**src/rtl/mlp_pkg.sv**
```systemverilog
// Shared types for the MLP batch sequencer: sequencer states and the result
// entry stored in the result FIFO.
package mlp_pkg;

  localparam int IDX_W = 10;
  localparam int CLS_W = 4;

  typedef enum logic [2:0] {
    S_IDLE   = 3'd0,
    S_ISSUE  = 3'd1,
    S_WAIT   = 3'd2,
    S_PUSH   = 3'd3,
    S_FINISH = 3'd4,
    S_ERR    = 3'd5
  } seq_state_t;

  typedef struct packed {
    logic [IDX_W-1:0] idx;
    logic [CLS_W-1:0] cls;
    logic             match;
  } seq_result_t;

endpackage

```
**src/rtl/result_fifo.sv**
```systemverilog
// Synchronous FIFO of sequencer results with full/empty flags; the head entry
// is presented combinationally on rd_data.
module result_fifo
  import mlp_pkg::*;
#(
  parameter int DEPTH = 4
) (
  input  logic        clk,
  input  logic        rst,
  input  logic        wr_en,
  input  seq_result_t wr_data,
  input  logic        rd_en,
  output seq_result_t rd_data,
  output logic        full,
  output logic        empty
);

  localparam int AW = (DEPTH > 1) ? $clog2(DEPTH) : 1;

  seq_result_t    mem_q [DEPTH];
  logic [AW:0]    wr_ptr_q;
  logic [AW:0]    rd_ptr_q;
  logic           do_push;
  logic           do_pop;

  // Pointers carry one extra wrap bit so full and empty are distinguishable.
  assign empty   = (wr_ptr_q == rd_ptr_q);
  assign full    = (wr_ptr_q[AW] != rd_ptr_q[AW]) &&
                   (wr_ptr_q[AW-1:0] == rd_ptr_q[AW-1:0]);
  assign do_push = wr_en && !full;
  assign do_pop  = rd_en && !empty;
  assign rd_data = mem_q[rd_ptr_q[AW-1:0]];

  always_ff @(posedge clk or negedge rst) begin
    if (!rst) begin
      wr_ptr_q <= '0;
      rd_ptr_q <= '0;
    end else begin
      if (do_push) wr_ptr_q <= wr_ptr_q + 1'b1;
      if (do_pop)  rd_ptr_q <= rd_ptr_q + 1'b1;
    end
  end

  always_ff @(posedge clk) begin
    if (do_push) mem_q[wr_ptr_q[AW-1:0]] <= wr_data;
  end

endmodule

```
**src/rtl/mlp_batch_sequencer.sv**
```systemverilog
// Batch scheduler: runs one MLP inference per sample over a contiguous index
// range, scores each class against a label ROM and queues the results.
module mlp_batch_sequencer
  import mlp_pkg::*;
#(
  parameter int FIFO_DEPTH = 4,
  parameter int TIMEOUT    = 4095
) (
  input  logic             clk,
  input  logic             rst,
  input  logic             cmd_valid,
  output logic             cmd_ready,
  input  logic [IDX_W-1:0] cmd_base,
  input  logic [IDX_W:0]   cmd_count,
  output logic             mlp_start,
  output logic [IDX_W-1:0] mlp_test_num,
  input  logic [CLS_W-1:0] mlp_out,
  input  logic             mlp_done,
  output logic [IDX_W-1:0] label_addr,
  input  logic [CLS_W-1:0] label_data,
  output logic             res_valid,
  input  logic             res_ready,
  output logic [IDX_W-1:0] res_idx,
  output logic [CLS_W-1:0] res_class,
  output logic             res_match,
  output logic             busy,
  output logic             batch_done,
  output logic [IDX_W:0]   correct_cnt,
  output logic             timeout_err,
  output seq_state_t       dbg_state
);

  localparam int                WAIT_W    = $clog2(TIMEOUT + 1);
  localparam logic [WAIT_W-1:0] TIMEOUT_C = WAIT_W'(TIMEOUT);

  seq_state_t        state_q;
  logic [IDX_W-1:0]  idx_q;
  logic [IDX_W:0]    remaining_q;
  logic [WAIT_W-1:0] wait_q;
  logic [CLS_W-1:0]  cls_q;
  logic              match_q;
  logic              mlp_start_q;
  logic              batch_done_q;
  logic [IDX_W:0]    correct_q;
  logic              timeout_err_q;

  seq_result_t       push_entry;
  seq_result_t       head_entry;
  logic              fifo_full;
  logic              fifo_empty;
  logic              push_req;

  // Result handshake: an entry transfers on a rising clk edge where res_valid
  // and res_ready are both high; res_valid never depends on res_ready, and the
  // head entry stays stable while res_valid is high and res_ready is low.
  assign push_req   = (state_q == S_PUSH);
  assign push_entry = '{idx: idx_q, cls: cls_q, match: match_q};

  result_fifo #(
    .DEPTH (FIFO_DEPTH)
  ) u_result_fifo (
    .clk     (clk),
    .rst     (rst),
    .wr_en   (push_req),
    .wr_data (push_entry),
    .rd_en   (res_ready),
    .rd_data (head_entry),
    .full    (fifo_full),
    .empty   (fifo_empty)
  );

  always_ff @(posedge clk or negedge rst) begin
    if (!rst) begin
      state_q       <= S_IDLE;
      idx_q         <= '0;
      remaining_q   <= '0;
      wait_q        <= '0;
      cls_q         <= '0;
      match_q       <= 1'b0;
      mlp_start_q   <= 1'b0;
      batch_done_q  <= 1'b0;
      correct_q     <= '0;
      timeout_err_q <= 1'b0;
    end else begin
      mlp_start_q  <= 1'b0;
      batch_done_q <= 1'b0;
      unique case (state_q)
        S_IDLE: begin
          if (cmd_valid) begin
            idx_q         <= cmd_base;
            remaining_q   <= cmd_count;
            correct_q     <= '0;
            timeout_err_q <= 1'b0;
            if (cmd_count == '0) begin
              state_q      <= S_FINISH;
              batch_done_q <= 1'b1;
            end else begin
              state_q     <= S_ISSUE;
              mlp_start_q <= 1'b1;
            end
          end
        end
        S_ISSUE: begin
          wait_q  <= '0;
          state_q <= S_WAIT;
        end
        S_WAIT: begin
          // A completion arriving in the timeout cycle still counts.
          if (mlp_done) begin
            cls_q   <= mlp_out;
            match_q <= (mlp_out == label_data);
            state_q <= S_PUSH;
          end else if (wait_q == TIMEOUT_C) begin
            state_q       <= S_ERR;
            timeout_err_q <= 1'b1;
            batch_done_q  <= 1'b1;
          end else begin
            wait_q <= wait_q + 1'b1;
          end
        end
        S_PUSH: begin
          if (!fifo_full) begin
            correct_q   <= correct_q + {{IDX_W{1'b0}}, match_q};
            idx_q       <= idx_q + 1'b1;
            remaining_q <= remaining_q - 1'b1;
            if (remaining_q == (IDX_W+1)'(1)) begin
              state_q      <= S_FINISH;
              batch_done_q <= 1'b1;
            end else begin
              state_q     <= S_ISSUE;
              mlp_start_q <= 1'b1;
            end
          end
        end
        S_FINISH: state_q <= S_IDLE;
        S_ERR:    state_q <= S_IDLE;
        default:  state_q <= S_IDLE;
      endcase
    end
  end

  assign cmd_ready    = (state_q == S_IDLE);
  assign busy         = (state_q != S_IDLE);
  assign mlp_start    = mlp_start_q;
  assign mlp_test_num = idx_q;
  assign label_addr   = idx_q;
  assign batch_done   = batch_done_q;
  assign correct_cnt  = correct_q;
  assign timeout_err  = timeout_err_q;
  assign dbg_state    = state_q;

  assign res_valid = !fifo_empty;
  assign res_idx   = head_entry.idx;
  assign res_class = head_entry.cls;
  assign res_match = head_entry.match;

endmodule

```
**config.mk**
```make
export PLATFORM = sky130hd
export DESIGN_NAME = mlp_batch_sequencer
export DESIGN_NICKNAME = d
export VERILOG_FILES = /design/src/rtl/mlp_pkg.sv /design/src/rtl/result_fifo.sv /design/src/rtl/mlp_batch_sequencer.sv
export SDC_FILE = /design/constraint.sdc
export NUM_CORES = 1
export LEC_CHECK = 0
export ABC_AREA = 1
export BUFFER_PORTS_ARGS = -buffer_cell sky130_fd_sc_hd__buf_2
export CAP_MARGIN = 20
export CORE_MARGIN = 4
export CORE_UTILIZATION = 55
export DETAILED_ROUTE_END_ITERATION = 8
export GPL_ROUTABILITY_DRIVEN = 0
export PLACE_DENSITY_LB_ADDON = 0.25
export SYNTH_ARGS = -nofsm -noshare
export SYNTH_HDL_FRONTEND = slang
export SYNTH_SLANG_ARGS = --single-unit
```
**constraint.sdc**
```tcl
create_clock -name clk -period 3.7 [get_ports clk]
set_input_delay 0.37 -clock clk [delete_from_list [all_inputs] [get_ports clk]]
set_output_delay 0.37 -clock clk [all_outputs]
set_load 0.05 [all_outputs]
```
# Word-level counts from Yosys, hierarchy flattened
# Memories as Yosys holds them, arrays and structs flattened.
# Cells that the tools add are included.
dict set report totals {
  register_bits 61
  ramBits 60
  input_bits 34
  word_cells 87
  mem_count 1
}
# memory depth word_bits read_ports rd_ports_with_merged_regs write_ports line_no
set mem_list {}
lappend mem_list {u_result_fifo.mem_q 4 15 1 0 1 result_fifo.sv:20} ;# seq_result_t mem_q [DEPTH];
dict set report classes {
  add_sub_neg 6
  n_eq_ne 15
  muxes 37
  n_reduce_logical 16
}
# operator count
set op_table {}
lappend op_table {{2-to-1 mux 11 bit} 4}
lappend op_table {{one-hot mux 11 bit (2 select lines)} 2}
lappend op_table {{2-to-1 mux 12 bit} 2}
lappend op_table {{one-hot mux 12 bit (2 select lines)} 1}
lappend op_table {{2-to-1 mux 10 bit} 2}
lappend op_table {{one-hot mux 10 bit (2 select lines)} 1}
lappend op_table {{2-to-1 mux 3 bit} 6}
lappend op_table {{2-to-1 mux 1 bit} 15}
lappend op_table {{adder 12 x 1 -> 12 bit (second input constant)} 1}
lappend op_table {{equality test 12 bit (second input constant)} 1}
lappend op_table {{one-hot mux 3 bit (4 select lines)} 1}
lappend op_table {{adder 11 x 1 -> 11 bit} 1}
lappend op_table {{equality test 11 x 1 -> 1 bit (second input constant)} 1}
lappend op_table {{logical NOT 11 bit} 1}
lappend op_table {{subtractor 11 x 1 -> 11 bit (second input constant)} 1}
lappend op_table {{adder 10 x 1 -> 10 bit (second input constant)} 1}
lappend op_table {{inequality test 2 bit (second input constant)} 5}
lappend op_table {{AND reduction 3 bit} 3}
lappend op_table {{adder 3 x 1 -> 3 bit (second input constant)} 2}
lappend op_table {{equality test 3 x 2 -> 1 bit (second input constant)} 2}
lappend op_table {{nonzero test 2 bit} 3}
lappend op_table {{equality test 4 bit} 1}
lappend op_table {{one-hot mux 1 bit (2 select lines)} 2}
lappend op_table {{AND reduction 4 bit} 1}
lappend op_table {{11 further kinds} 14}

# Logic depth before layout (Yosys ltp)
dict set report logic_depth {
  depth_word 6
  ltp_mapped 10
  ltp_nobuf 10
}

# By module
# A second synthesis with hierarchy kept.
dict set report unflattened {
  cells_unflattened 692
  area_unflattened_um2 6153.4
}
# module n_inst cells_per_inst area_each_um2 seq_area_each_um2
set modules_own_cells {}
lappend modules_own_cells {mlp_batch_sequencer 1 486 3475.8 1376.3}
lappend modules_own_cells {result_fifo 1 206 2677.6 1951.9}

# Least setup slack after synthesis
# Ideal clock, no wire load.
dict set report synth_path {
  path_kind {reg2reg}
  from {register state_q[1] (netlist: dbg_state[1])}
  to {memory u_result_fifo.mem_q[3][0] (netlist name), enable pin}
  arrival_ns 1.908
  path_slack_ns 1.402
  path_stages_with_launch 5
  cell_sequence {dfrtp_1 nand3_1 inv_2 nand2_1 nor2_1}
}
dict set report synth_via {
  elab_chain_cells 4
}
# element line_no
set synth_rtl {}
lappend synth_rtl {{start: declaration} mlp_batch_sequencer.sv:36} ;# seq_state_t state_q;
lappend synth_rtl {{start signal: assignment} mlp_batch_sequencer.sv:74} ;# state_q <= S_IDLE;
lappend synth_rtl {{start signal: assignment} mlp_batch_sequencer.sv:95} ;# state_q <= S_FINISH;
lappend synth_rtl {{start signal: assignment} mlp_batch_sequencer.sv:98} ;# state_q <= S_ISSUE;
lappend synth_rtl {{equality test 3 x 2 -> 1 bit} mlp_batch_sequencer.sv:56} ;# assign push_req = (state_q == S_PUSH);
lappend synth_rtl {{logical AND 1 bit} result_fifo.sv:30} ;# assign do_push = wr_en && !full;
lappend synth_rtl {{2-to-1 mux 1 bit} result_fifo.sv:45} ;# if (do_push) mem_q[wr_ptr_q[AW-1:0]] <= wr_data;
lappend synth_rtl {{2-to-1 mux 1 bit (implied by the code)} result_fifo.sv:45}
lappend synth_rtl {{end: declaration} result_fifo.sv:20}
# Every way passes these cells.

# Final worst setup path
dict set report layout_path {
  from {register u_result_fifo.rd_ptr_q[1]}
  to {output port res_match}
}
dict set report layout_via {
  elab_chain_cells 1
}
# element line_no
set layout_rtl {}
lappend layout_rtl {{start: declaration} result_fifo.sv:22} ;# logic [AW:0] rd_ptr_q;
lappend layout_rtl {{start signal: assignment} result_fifo.sv:40} ;# if (do_pop) rd_ptr_q <= rd_ptr_q + 1'b1;
lappend layout_rtl {{memory (4 x 15 bit)} --}
lappend layout_rtl {{end: declaration} mlp_batch_sequencer.sv:25} ;# output logic res_match,
# Every way passes these cells.

==> implementation parameters <==
Parameter                              Value

Power and ir drop
  Power, Total    0.00686 W
  Reported net switching power    0.00333 W
  Proportion of total power due to net switching    48.5%
  Standby leakage power    3.31 nW
  Combinational Power Share    44.2%
  Maximum VDD drop    0.000670 V
  P_int    0.00353 W
  Clock share of power    23.5%
  PD cells    956 mW/mm²
  Sequential Power Share    32.3%

Placement
  Dpl cells    912
  Number of buffer cells added on primary ports    88
  Half-perimeter wire length after detailed placement    9450 µm

Timing
  Highest attainable clock frequency    374 MHz
  Worst Hold Margin    0.0837 ns
  Count of endpoints failing hold in the final timing report    0
  Post-route setup TNS    0 ns
  Worst-case headroom to the max-slew limit    40.6%
  Slew Viols, Final    0
  Setup skew after layout    0.00668 ns
  Final critical-path required period    2.68 ns
  Transition time at the pin with the least slew margin    0.891 ns
  Unrepaired setup endpoints after global routing    false
  Final cycle utilization of the critical path    72.3%
  Number of endpoints failing setup at the final stage    0

Route
  Routed length per instance    15.1 µm
  Avg Vias per Cell    5.35
  Total length of routed wires    14,300 µm
  Antenna Violating Nets Remaining    0
  Number of violations reported at the end of detailed-routing iteration 0    365
  Via count of the routed design    5,053
  Count of TritonRoute iterations in the first routing pass    5
  Final routed DRC violation total    0

Min path
  Worst min-delay path class    in -> reg
  Worst hold path endpoint    cls_q[1]
  Cells on Worst Hold Path    3
  Hold Crit Start    mlp_out[1]

Global routing
  Number of antenna violations at the first check in global routing    0
  Sum of overflow across all layers after global routing    0
  First-pass GRT wire length    24,200 µm
  Maximum number of pins on one net before global-route repair    46
  Global routing usage summed across all routing layers    23.6%
  Number of global-route vias before repair    4,980

Synthesis
  FF+latch count, synth    121
  Cell taking the most area after synthesis    edfxtp_1
  Dominant cell by count in the synthesized netlist    nand2_1
  Syn. warnings    0
  Share of the synthesized area in the top cell type    29.5%
  Avg Synthesized Cell Area    8.66 µm²
  Async set-reset flop share out of synthesis    50.4%
  Post-synth top flop    dfrtp_1
  Library cells used by synthesis    32
  Commonest cells in the synthesized netlist    nand2_1, nor2_1, dfrtp_1, edfxtp_1
  Share of synthesized area occupied by flip-flops and latches    54.5%
  Post-synth net total    751
  Mapped Area    0.00611 mm²
  Gate count after technology mapping    706
  Top cells by area in the synthesized netlist    edfxtp_1, dfrtp_1, nand2_1
  Count of flip-flops with a built-in enable after synthesis    60

Final layout
  Nets@finish    837
  Number of filler cells placed in the layout    855
  Layout Area Growth over Synthesis    17.5%
  Final core utilization    66.2%
  Post-Layout Cell Count    945
  # diodes    0
  Fraction of layout instances using a drive strength above 1    17.9%

Setup path
  Maximum cell stage delay along the critical path    0.62 ns
  Data required, critical path    3.33 ns
  Worst path cell trace    inv_1 > o21ai_0 > o22ai_1 > buf_2
  Beginning of the worst register-to-register path    dbg_state[2]
  Biggest fanout along the worst timing path    18
  Critical-path cell with the highest stage delay    dfrtp_1
  Start-to-end type of the worst setup path    reg -> out
  Endpoint kind of the worst setup timing path    output port
  Data arrival time of the critical path    2.31 ns
  Worst setup SP type    flip-flop
  Worst reg2reg setup slack    1.31 ns
  Worst setup path startpoint    u_result_fifo.rd_ptr_q[1]
  Endpoint of the worst-slack reg-to-reg timing path    label_addr[8]
  Length in cells of the worst reg-to-reg path    9

Clock network
  Skew-Pair Late Insertion Delay    0.52 ns
  CTS Sinks    121
  Number of setup buffers added after CTS    0
  Number of buffers added by the clock tree synthesis step    17
  CTS tree    yes
  Number of buffers between clock root and the deepest sink    2
  CTS H-tree lvls    4
  Clock-pin slew of the registers on the worst-case setup and hold paths    0.06 ns
  Clk root buf    clkbuf_8

Floorplanning
  Height of the chip    113 µm
  Die area    0.0129 mm²
  Core outline area    0.0108 mm²
  Row count    38
  Horizontal die dimension    113 µm
  Count of pins on the block boundary    89
  Initial Utilization    56.4%

Job
  Maximum capacitance violations    0

Run status
  Status    complete, no violations
-- power groups by stage --
| stage | clock, W | sequential (W) | combinational (W) |
|---|---|---|---|
| floorplan | 0 | 0.00239 | 0.00223 |
| global placement | 0 | 0.00221 | 0.00295 |
| detailed placement | 0 | 0.00224 | 0.00301 |
| CTS | 0.00163 | 0.00222 | 0.00304 |
| global route | 0.00170 | 0.00227 | 0.00334 |
| finish | 0.00161 | 0.00222 | 0.00303 |
-- flip-flops by register name, indices dropped and copies added, names as in the netlist --
name and count:
u_result_fifo.mem_q 60, wait_q 12, correct_cnt 11, remaining_q 11, label_addr 10, cls_q 4, dbg_state 3, u_result_fifo.rd_ptr_q 3
u_result_fifo.wr_ptr_q 3, batch_done 1, match_q 1, mlp_start 1, timeout_err 1
-- cell usage in the layout, fill, tap and decap left out, types with 2 or more instances in the layout --
cell type | Yosys | layout
buf_2 | 2 | 88
inv_2 | 3 | 3
o22ai_1 | 16 | 16
nand2_1 | 216 | 216
o21ai_0 | 52 | 52
o21ai_1 | 10 | 10
inv_6 | 0 | 6
edfxtp_1 | 60 | 60
nand2_4 | 2 | 2
ha_1 | 11 | 11
bufinv_16 | 0 | 2
xnor2_1 | 6 | 6
buf_4 | 12 | 7
nor2_2 | 2 | 2
nand2_2 | 2 | 2
nor2_1 | 85 | 85
nand3_1 | 45 | 45
xor2_1 | 11 | 11
clkinvlp_4 | 0 | 3
dfrtp_1 | 61 | 61
clkbuf_16 | 0 | 16
a21oi_1 | 10 | 10
nand4_1 | 12 | 12
or2_2 | 4 | 4
nand3b_1 | 2 | 2
o21bai_1 | 5 | 5
inv_1 | 52 | 52
nor3_1 | 4 | 4
-- how the worst max path moves through the flow --
stage / to / cells after the start
finish: res_match / 4
global route: res_idx[0] / 4
CTS: res_match / 4
detailed placement: label_addr[8] / 9
global placement: label_addr[9] / 9
floorplan: u_result_fifo.mem_q[3][0] / 4
-- worst max-delay path: cells and delay by family (launching register included) --
family	cells	cell delay (ns)
flip-flops	1	0.62
AO/OA/AOI/OAI	2	0.39
buffers and inverters	2	0.78
-- area by class of cell --
| type | instances | area, µm² | area share (%) |
|---|---|---|---|
| Sequential cell | 121 | 3330 | 46.3 |
| Clock inverter | 14 | 160 | 2.23 |
| Tap cell | 140 | 175 | 2.44 |
| Clock buffer | 18 | 418 | 5.82 |
| Inverter | 56 | 213 | 2.96 |
| Timing Repair Buffer | 96 | 503 | 7.00 |
| Multi-Input combinational cell | 500 | 2380 | 33.2 |
-- routing by layer --
| metal | part of all wire, % | global-route usage (%) | routed length, µm |
|---|---|---|---|
| met5 | 0 | 0 | 0 |
| met2 | 49 | 39.3 | 6940 |
| met4 | 2.1 | 8.73 | 301 |
| met1 | 43 | 30.5 | 6200 |
| met3 | 5.9 | 5.25 | 849 |
-- cell families after synthesis --
| family | count (synthesis) | share of synthesized area, % |
|---|---|---|
| adders and majority gates | 11 | 2.25 |
| muxes | 1 | 0.164 |
| and+or+nand+nor | 378 | 26.0 |
| AOI/OAI and AO/OA | 93 | 8.15 |
| buffers and inverters | 85 | 6.53 |
| xor gates and xnor gates | 17 | 2.44 |
| DFF | 121 | 54.5 |
-- metrics by stage --
stage / area, µm² / setup WS [ns]
global placement: 6590 / 1.42
CTS: 7180 / 1.02
global route: 7180 / 0.841
detailed placement: 6590 / 1.36
finish: 7180 / 1.02
floorplan: 6110 / 1.40
-- what timing repair did --
item / CTS / global route
endpoints found under the hold margin: 13 / 0
gates resized for setup: 0 / 0
hold buffers: 1 / 0
No activity file was read; power rests on OpenSTA's default activity.
